`src/rtl/expr_unit_arbiter_if.sv`:
```
// Bus between the requesters, the shared expression unit and expr_unit_arbiter.
// Latency: none, this is wiring only.
// Backpressure: req_valid/req_ready per requester. Results have no backpressure (one-cycle res_valid).
interface expr_unit_arbiter_if #(
    parameter int NREQ     = 4,
    parameter int WIDTH    = 32,
    parameter int OP_WIDTH = WIDTH + 4,
    parameter int ID_W     = 2
);
    // requester side
    logic [NREQ-1:0]       req_valid;
    logic [NREQ*WIDTH-1:0] req_a;
    logic [NREQ*WIDTH-1:0] req_b;
    logic [NREQ-1:0]       req_ready;

    // result side
    logic                  res_valid;
    logic [ID_W-1:0]       res_id;
    logic [OP_WIDTH-1:0]   res_data;
    logic                  res_err;

    // shared unit side
    logic                  unit_start;
    logic [WIDTH-1:0]      unit_a;
    logic [WIDTH-1:0]      unit_b;
    logic                  unit_done;
    logic [OP_WIDTH-1:0]   unit_out;

    logic                  busy;

    // arbiter view
    modport slave (
        input  req_valid, req_a, req_b, unit_done, unit_out,
        output req_ready, res_valid, res_id, res_data, res_err,
               unit_start, unit_a, unit_b, busy
    );

    // environment view: requesters, result consumer and the unit itself
    modport master (
        output req_valid, req_a, req_b, unit_done, unit_out,
        input  req_ready, res_valid, res_id, res_data, res_err,
               unit_start, unit_a, unit_b, busy
    );
endinterface

```
`src/rtl/expr_unit_arbiter.sv`:
```
// Round-robin arbiter/sequencer sharing one expression unit ((A/2+B)*8 + (A-B/2)*4) between NREQ requesters.
// Latency: unit_start 1 cycle after req_valid is sampled; res_valid 1 cycle after unit_done. That is 4 cycles plus unit latency per request.
// Backpressure: requesters hold req_valid until their req_ready pulse. There is no result backpressure. Optional watchdog: EXPR_ARB_TIMEOUT_EN.
module expr_unit_arbiter #(
    parameter int NREQ     = 4,
    parameter int WIDTH    = 32,
    parameter int OP_WIDTH = WIDTH + 4,
    parameter int ID_W     = 2,
    parameter int TIMEOUT  = 64
) (
    input  logic                clk,
    input  logic                rst,
    expr_unit_arbiter_if.slave  bus
);

    localparam logic [1:0] IDLE  = 2'd0;
    localparam logic [1:0] ISSUE = 2'd1;
    localparam logic [1:0] WAIT  = 2'd2;
    localparam logic [1:0] RESP  = 2'd3;

    localparam logic [ID_W-1:0] LAST_ID = ID_W'(NREQ - 1);
    localparam logic [NREQ-1:0] ONE_HOT0 = NREQ'(1);

    logic [1:0]          state;
    logic [ID_W-1:0]     rr_ptr;
    logic [ID_W-1:0]     grant_id;
    logic [WIDTH-1:0]    unit_a_q;
    logic [WIDTH-1:0]    unit_b_q;
    logic [ID_W-1:0]     res_id_q;
    logic [OP_WIDTH-1:0] res_data_q;

    // Round-robin search state.
    // The request vector is doubled and rotated so that bit 0 is rr_ptr.
    // The first set bit is then the winner, and wrap-around falls out of the doubling.
    logic [2*NREQ-1:0]   rot_valid;
    logic                win_found;
    logic [ID_W-1:0]     win_id;
    int                  win_sum;
    logic [WIDTH-1:0]    win_a;
    logic [WIDTH-1:0]    win_b;

    logic                timed_out;

    assign rot_valid = {bus.req_valid, bus.req_valid} >> rr_ptr;

    // Pick the first requesting index at or after rr_ptr, modulo NREQ.
    always_comb begin
        win_found = 1'b0;
        win_sum   = 0;
        for (int i = 0; i < NREQ; i++) begin
            if (!win_found && rot_valid[i]) begin
                win_found = 1'b1;
                win_sum   = int'(rr_ptr) + i;
            end
        end
        if (win_sum >= NREQ) begin
            win_sum = win_sum - NREQ;
        end
        win_id = ID_W'(win_sum);
    end

    // Operand slices of the winner. A shift plus truncation avoids a wide variable part-select.
    assign win_a = WIDTH'(bus.req_a >> (int'(win_id) * WIDTH));
    assign win_b = WIDTH'(bus.req_b >> (int'(win_id) * WIDTH));

`ifdef EXPR_ARB_TIMEOUT_EN
    localparam int CNT_W = $clog2(TIMEOUT + 1);

    logic [CNT_W-1:0] wait_cnt;
    logic             res_err_q;

    // Count cycles spent in WAIT.
    // The counter is zeroed during ISSUE so that it reads 0 in the first WAIT cycle.
    always_ff @(posedge clk or posedge rst) begin
        if (rst) begin
            wait_cnt <= '0;
        end else if (state == ISSUE) begin
            wait_cnt <= '0;
        end else if (state == WAIT) begin
            wait_cnt <= wait_cnt + CNT_W'(1);
        end
    end

    // Expiry fires in the WAIT cycle that would be the TIMEOUT-th.
    // RESP then follows TIMEOUT+1 cycles after unit_start.
    assign timed_out = (state == WAIT) && (wait_cnt == CNT_W'(TIMEOUT - 1));

    // Error flag for the pending result.
    // unit_done in the same cycle as expiry takes precedence.
    always_ff @(posedge clk or posedge rst) begin
        if (rst) begin
            res_err_q <= 1'b0;
        end else if (state == WAIT) begin
            res_err_q <= timed_out && !bus.unit_done;
        end
    end

    assign bus.res_err = res_err_q;
`else
    logic unused_timeout;

    // No watchdog in this build: WAIT waits for unit_done indefinitely.
    assign timed_out      = 1'b0;
    assign unused_timeout = (TIMEOUT > 0);
    assign bus.res_err    = 1'b0;
`endif

    // Sequencer: IDLE -> ISSUE -> WAIT -> RESP -> IDLE, with operands and result latched along the way.
    always_ff @(posedge clk or posedge rst) begin
        if (rst) begin
            state      <= IDLE;
            rr_ptr     <= '0;
            grant_id   <= '0;
            unit_a_q   <= '0;
            unit_b_q   <= '0;
            res_id_q   <= '0;
            res_data_q <= '0;
        end else begin
            case (state)
                IDLE: begin
                    if (win_found) begin
                        grant_id <= win_id;
                        unit_a_q <= win_a;
                        unit_b_q <= win_b;
                        state    <= ISSUE;
                    end
                end
                // unit_done seen here belongs to no request of ours and is dropped
                ISSUE: begin
                    state <= WAIT;
                end
                WAIT: begin
                    if (bus.unit_done) begin
                        res_data_q <= bus.unit_out;
                        res_id_q   <= grant_id;
                        state      <= RESP;
                    end else if (timed_out) begin
                        res_data_q <= '0;
                        res_id_q   <= grant_id;
                        state      <= RESP;
                    end
                end
                RESP: begin
                    rr_ptr <= (grant_id == LAST_ID) ? '0 : grant_id + ID_W'(1);
                    state  <= IDLE;
                end
                default: begin
                    state <= IDLE;
                end
            endcase
        end
    end

    // Moore outputs decoded from state and the latched fields
    assign bus.req_ready  = (state == ISSUE) ? (ONE_HOT0 << grant_id) : '0;
    assign bus.unit_start = (state == ISSUE);
    assign bus.res_valid  = (state == RESP);
    assign bus.busy       = (state != IDLE);
    assign bus.unit_a     = unit_a_q;
    assign bus.unit_b     = unit_b_q;
    assign bus.res_id     = res_id_q;
    assign bus.res_data   = res_data_q;

endmodule

```
`src/flat_wrapper.sv`:
```
// flat-port wrapper written by rule: the top's interface ports become plain ports
module expr_unit_arbiter_flat 
#(
    parameter int NREQ     = 4,
    parameter int WIDTH    = 32,
    parameter int OP_WIDTH = WIDTH + 4,
    parameter int ID_W     = 2,
    parameter int TIMEOUT  = 64
)
  (clk, rst, bus_req_valid, bus_req_a, bus_req_b, bus_unit_done, bus_unit_out, bus_req_ready, bus_res_valid, bus_res_id, bus_res_data, bus_res_err, bus_unit_start, bus_unit_a, bus_unit_b, bus_busy);
  expr_unit_arbiter_if #(.NREQ(NREQ), .WIDTH(WIDTH), .OP_WIDTH(OP_WIDTH), .ID_W(ID_W)) bus_i ();
  input  logic clk;
  input  logic rst;
  input wire logic [$bits(bus_i.req_valid)-1:0] bus_req_valid;
  input wire logic [$bits(bus_i.req_a)-1:0] bus_req_a;
  input wire logic [$bits(bus_i.req_b)-1:0] bus_req_b;
  input wire logic [$bits(bus_i.unit_done)-1:0] bus_unit_done;
  input wire logic [$bits(bus_i.unit_out)-1:0] bus_unit_out;
  output wire logic [$bits(bus_i.req_ready)-1:0] bus_req_ready;
  output wire logic [$bits(bus_i.res_valid)-1:0] bus_res_valid;
  output wire logic [$bits(bus_i.res_id)-1:0] bus_res_id;
  output wire logic [$bits(bus_i.res_data)-1:0] bus_res_data;
  output wire logic [$bits(bus_i.res_err)-1:0] bus_res_err;
  output wire logic [$bits(bus_i.unit_start)-1:0] bus_unit_start;
  output wire logic [$bits(bus_i.unit_a)-1:0] bus_unit_a;
  output wire logic [$bits(bus_i.unit_b)-1:0] bus_unit_b;
  output wire logic [$bits(bus_i.busy)-1:0] bus_busy;
  assign bus_i.req_valid = bus_req_valid;
  assign bus_i.req_a = bus_req_a;
  assign bus_i.req_b = bus_req_b;
  assign bus_i.unit_done = bus_unit_done;
  assign bus_i.unit_out = bus_unit_out;
  assign bus_req_ready = bus_i.req_ready;
  assign bus_res_valid = bus_i.res_valid;
  assign bus_res_id = bus_i.res_id;
  assign bus_res_data = bus_i.res_data;
  assign bus_res_err = bus_i.res_err;
  assign bus_unit_start = bus_i.unit_start;
  assign bus_unit_a = bus_i.unit_a;
  assign bus_unit_b = bus_i.unit_b;
  assign bus_busy = bus_i.busy;
  expr_unit_arbiter #(.NREQ(NREQ), .WIDTH(WIDTH), .OP_WIDTH(OP_WIDTH), .ID_W(ID_W), .TIMEOUT(TIMEOUT)) u_core (.clk(clk), .rst(rst), .bus(bus_i));
endmodule
```
`config.mk`:
```
export PLATFORM = sky130hd
export DESIGN_NAME = expr_unit_arbiter_flat
export DESIGN_NICKNAME = d
export VERILOG_FILES = /design/src/rtl/expr_unit_arbiter_if.sv /design/src/rtl/expr_unit_arbiter.sv /design/src/flat_wrapper.sv
export SDC_FILE = /design/constraint.sdc
export NUM_CORES = 1
export LEC_CHECK = 0
export ABC_AREA = 1
export ABC_CLOCK_PERIOD_IN_PS = 3800
export BUFFER_PORTS_ARGS = -buffer_cell sky130_fd_sc_hd__buf_2
export CAP_MARGIN = 10
export CORE_AREA = 4 4 157 159
export DETAILED_ROUTE_END_ITERATION = 10
export DIE_AREA = 0 0 161 163
export PLACE_DENSITY_LB_ADDON = 0.15
export SLEW_MARGIN = 20
export SYNTH_ARGS = -nofsm -noshare
export SYNTH_HDL_FRONTEND = slang
export SYNTH_SLANG_ARGS = --single-unit
```
`constraint.sdc`:
```
create_clock -name clk -period 3.8 [get_ports clk]
set_input_delay 0.38 -clock clk [delete_from_list [all_inputs] [get_ports clk]]
set_output_delay 0.38 -clock clk [all_outputs]
set_load 0.1 [all_outputs]
```
==> results.json <==
{
  "drive_gt1_frac": 0.385,
  "syn2layout_area_growth_pct": 34.2,
  "period_needed_ps": 3150,
  "place_ws_ps": 601,
  "setup_viol": 0,
  "synthCells": 1059,
  "tightest_slew_ps": 803,
  "start_kind": "flip-flop",
  "seq_area_frac_synth": 0.366,
  "pin_count": 409,
  "required_ps": 4040,
  "status": "completed",
  "max_stage_delay_ps": 770,
  "grt_pass1_vias": 7665,
  "synth_area_um2": 7390,
  "critical_path_class": "reg2reg",
  "crit_chain": "nand2_2 -> nand3_2 -> nand2_2 -> nor2_4 -> nand3_4 -> nand2_4 -> clkinv_1 -> nand2_1 -> nand2_1",
  "antenna_found_initial": 2,
  "core-area_um2": 23300,
  "setup_ws_ps": 654,
  "period_share": 0.828,
  "grt_max_degree": 93,
  "post_cts_buffers": 0,
  "cts_resized": 0,
  "drt_first_pass_iters": 5,
  "synth_edf_count": 0,
  "yosys.cell_types.count": 33,
  "die_w_um": 161,
  "path_clk_slew_ps": 90,
  "nets": 1733,
  "yosysWarnings": 0,
  "synth_fp_nets": 1367,
  "hold_violations": 0,
  "antenna_left": 0,
  "root_buffer": "clkbuf_16",
  "relSlewSlack": 0.462,
  "routed_wl_mm": 25.8,
  "vias": 7926,
  "numClockSinks": 108,
  "grt-ovfl-total": 0,
  "clock_latency_ps": 360,
  "clock.fmax_mhz": 318,
  "place_hpwl_mm": 19.7,
  "floorplan.initialDensity": 0.318,
  "finClkSkew_ps": 14.7,
  "grt_usage": 0.190,
  "fill_cells": 2531,
  "wire_per_inst_um": 14.7,
  "floorplan.die_area_um2": 26200,
  "fin_tns_setup_ps": 0,
  "first_iter_violations": 344,
  "clock_path_buffers": 2,
  "rsz0062_at_grt": "false",
  "postSynthAreaPerCell_um2": 6.98,
  "hold_path.class": "in2async",
  "worstPathArrival_ps": 3390,
  "cts_tree": "done",
  "synth_ff_type": "dfrtp_1",
  "rows": 56,
  "ctsHtreeMaxLevel": 3,
  "numCtsBuffers": 9,
  "cp-end-kind": "flip-flop",
  "drc": 0,
  "cts_hold_buf": 0,
  "io_buffer_count": 407,
  "yosys_register_bits": 108,
  "gp_congestion": 0.826,
  "viasPerCell": 4.52,
  "critical_path.max_fanout": 34,
  "finalMaxSlewViolations": 0,
  "grt_pass1_wl_mm": 40.1,
  "drv_cap": 0,
  "synth-async-reset-ratio": 1.00,
  "cp_slowest_cell": "clkinv_1",
  "die_height_um": 163
}
## layout make-up
class                   instances  area, um^2  share of cell area
well taps                     319         399              0.0403
repair buffers                420        2150               0.217
clock inverters                 7        86.3             0.00871
multi-input cells             683        3570               0.360
flip-flops and latches        108        2700               0.273
diodes                          3        7.51            0.000757
clock buffers                   9         225              0.0227
inverters                     203         772              0.0779
## critical path: cells and delay by family, from the launching register on
kind	cells	cell delay, ps
buf+inv	1	770
flops	1	620
simple gates	8	1620
## cell usage after synthesis (3+ instances only)
| master | count | area share |
|---|---|---|
| or2_2 | 55 | 0.047 |
| mux2_2 | 36 | 0.055 |
| buf_6 | 6 | 0.0091 |
| nand2_1 | 297 | 0.15 |
| nand4_1 | 54 | 0.046 |
| clkbuf_1 | 31 | 0.016 |
| nand2_2 | 10 | 0.0085 |
| dfrtp_1 | 108 | 0.37 |
| buf_2 | 16 | 0.011 |
| ha_1 | 9 | 0.015 |
| buf_4 | 9 | 0.0091 |
| a21oi_1 | 3 | 0.0020 |
| inv_1 | 198 | 0.10 |
| or2_0 | 6 | 0.0051 |
| nand3_1 | 177 | 0.12 |
| o21ai_0 | 6 | 0.0041 |
| or2_1 | 15 | 0.013 |
## flip-flops by register name, indices dropped and copies added, names as in the netlist
register,count
u_core.bus.unit_a,32
u_core.bus.unit_b,32
u_core.grant_id,2
u_core.rr_ptr,2
u_core.bus.res_data,36
u_core.state,2
u_core.bus.res_id,2
## per-layer routing
| metal | GRT usage | vias to the layer above | wire length, um |
|---|---|---|---|
| li1 | - | 4005 | - |
| met1 | 0.231 | 3596 | 10500 |
| met2 | 0.336 | 298 | 12900 |
| met3 | 0.0486 | 27 | 1940 |
| met4 | 0.0523 | 0 | 478 |
| met5 | 0 | - | 0 |
## stage by stage
stage          instances  hold WS (ps)   util  instance area, um^2
3_3_place_gp        1733           462  0.412                 9590
2_1_floorplan       1059           506      -                 7390
5_1_grt             1751           224  0.426                 9910
4_1_cts             1749           203  0.426                 9900
3_5_place_dp        1733           462  0.412                 9590
6_report            1752           171  0.426                 9910
## logic make-up after synthesis
logic type,synth area share
compound gates,0.00847
xor+xnor,0.00119
fa+ha+maj,0.0152
simple gates,0.403
flops,0.366
buf+inv,0.151
mux,0.0549
other cells,0.000508
## final timing paths
check,slack [ps],depth (start not counted),from,to
max,650,9,u_core.rr_ptr[0],u_core.bus.unit_a[5]
min,170,2,rst,u_core.bus.res_data[5]
max reg2reg,650,9,u_core.rr_ptr[0],u_core.bus.unit_a[5]
min reg2reg,480,2,u_core.bus.unit_a[23],u_core.bus.unit_a[23]
max in group asynchronous,2850,3,rst,u_core.bus.res_data[2]
min in group clk,250,2,bus_unit_out[31],u_core.bus.res_data[31]
## cells in the final DEF (no fill, tap or decap), types with 2 or more instances in the layout
cell,synthesis,layout
inv_4,1,2
inv_1,198,197
nand2_2,10,10
or2_1,15,15
or2_0,6,6
nor2_4,2,2
clkinv_8,0,2
nand3_4,2,2
a21oi_1,3,3
nand2_1,297,297
clkbuf_16,0,9
o22ai_1,2,2
nor2_1,2,2
nand3_2,2,2
dfrtp_1,108,108
mux2_2,36,36
inv_2,2,2
or2_2,55,55
nand3_1,177,177
buf_2,16,407
buf_4,9,12
diode_2,0,3
ha_1,9,9
inv_6,1,3
nand4_1,54,54
o21ai_0,6,6
Power is left out: the tool's default activity adds up to more than one toggle a clock period on the data nets, which glitch-free logic cannot reach.
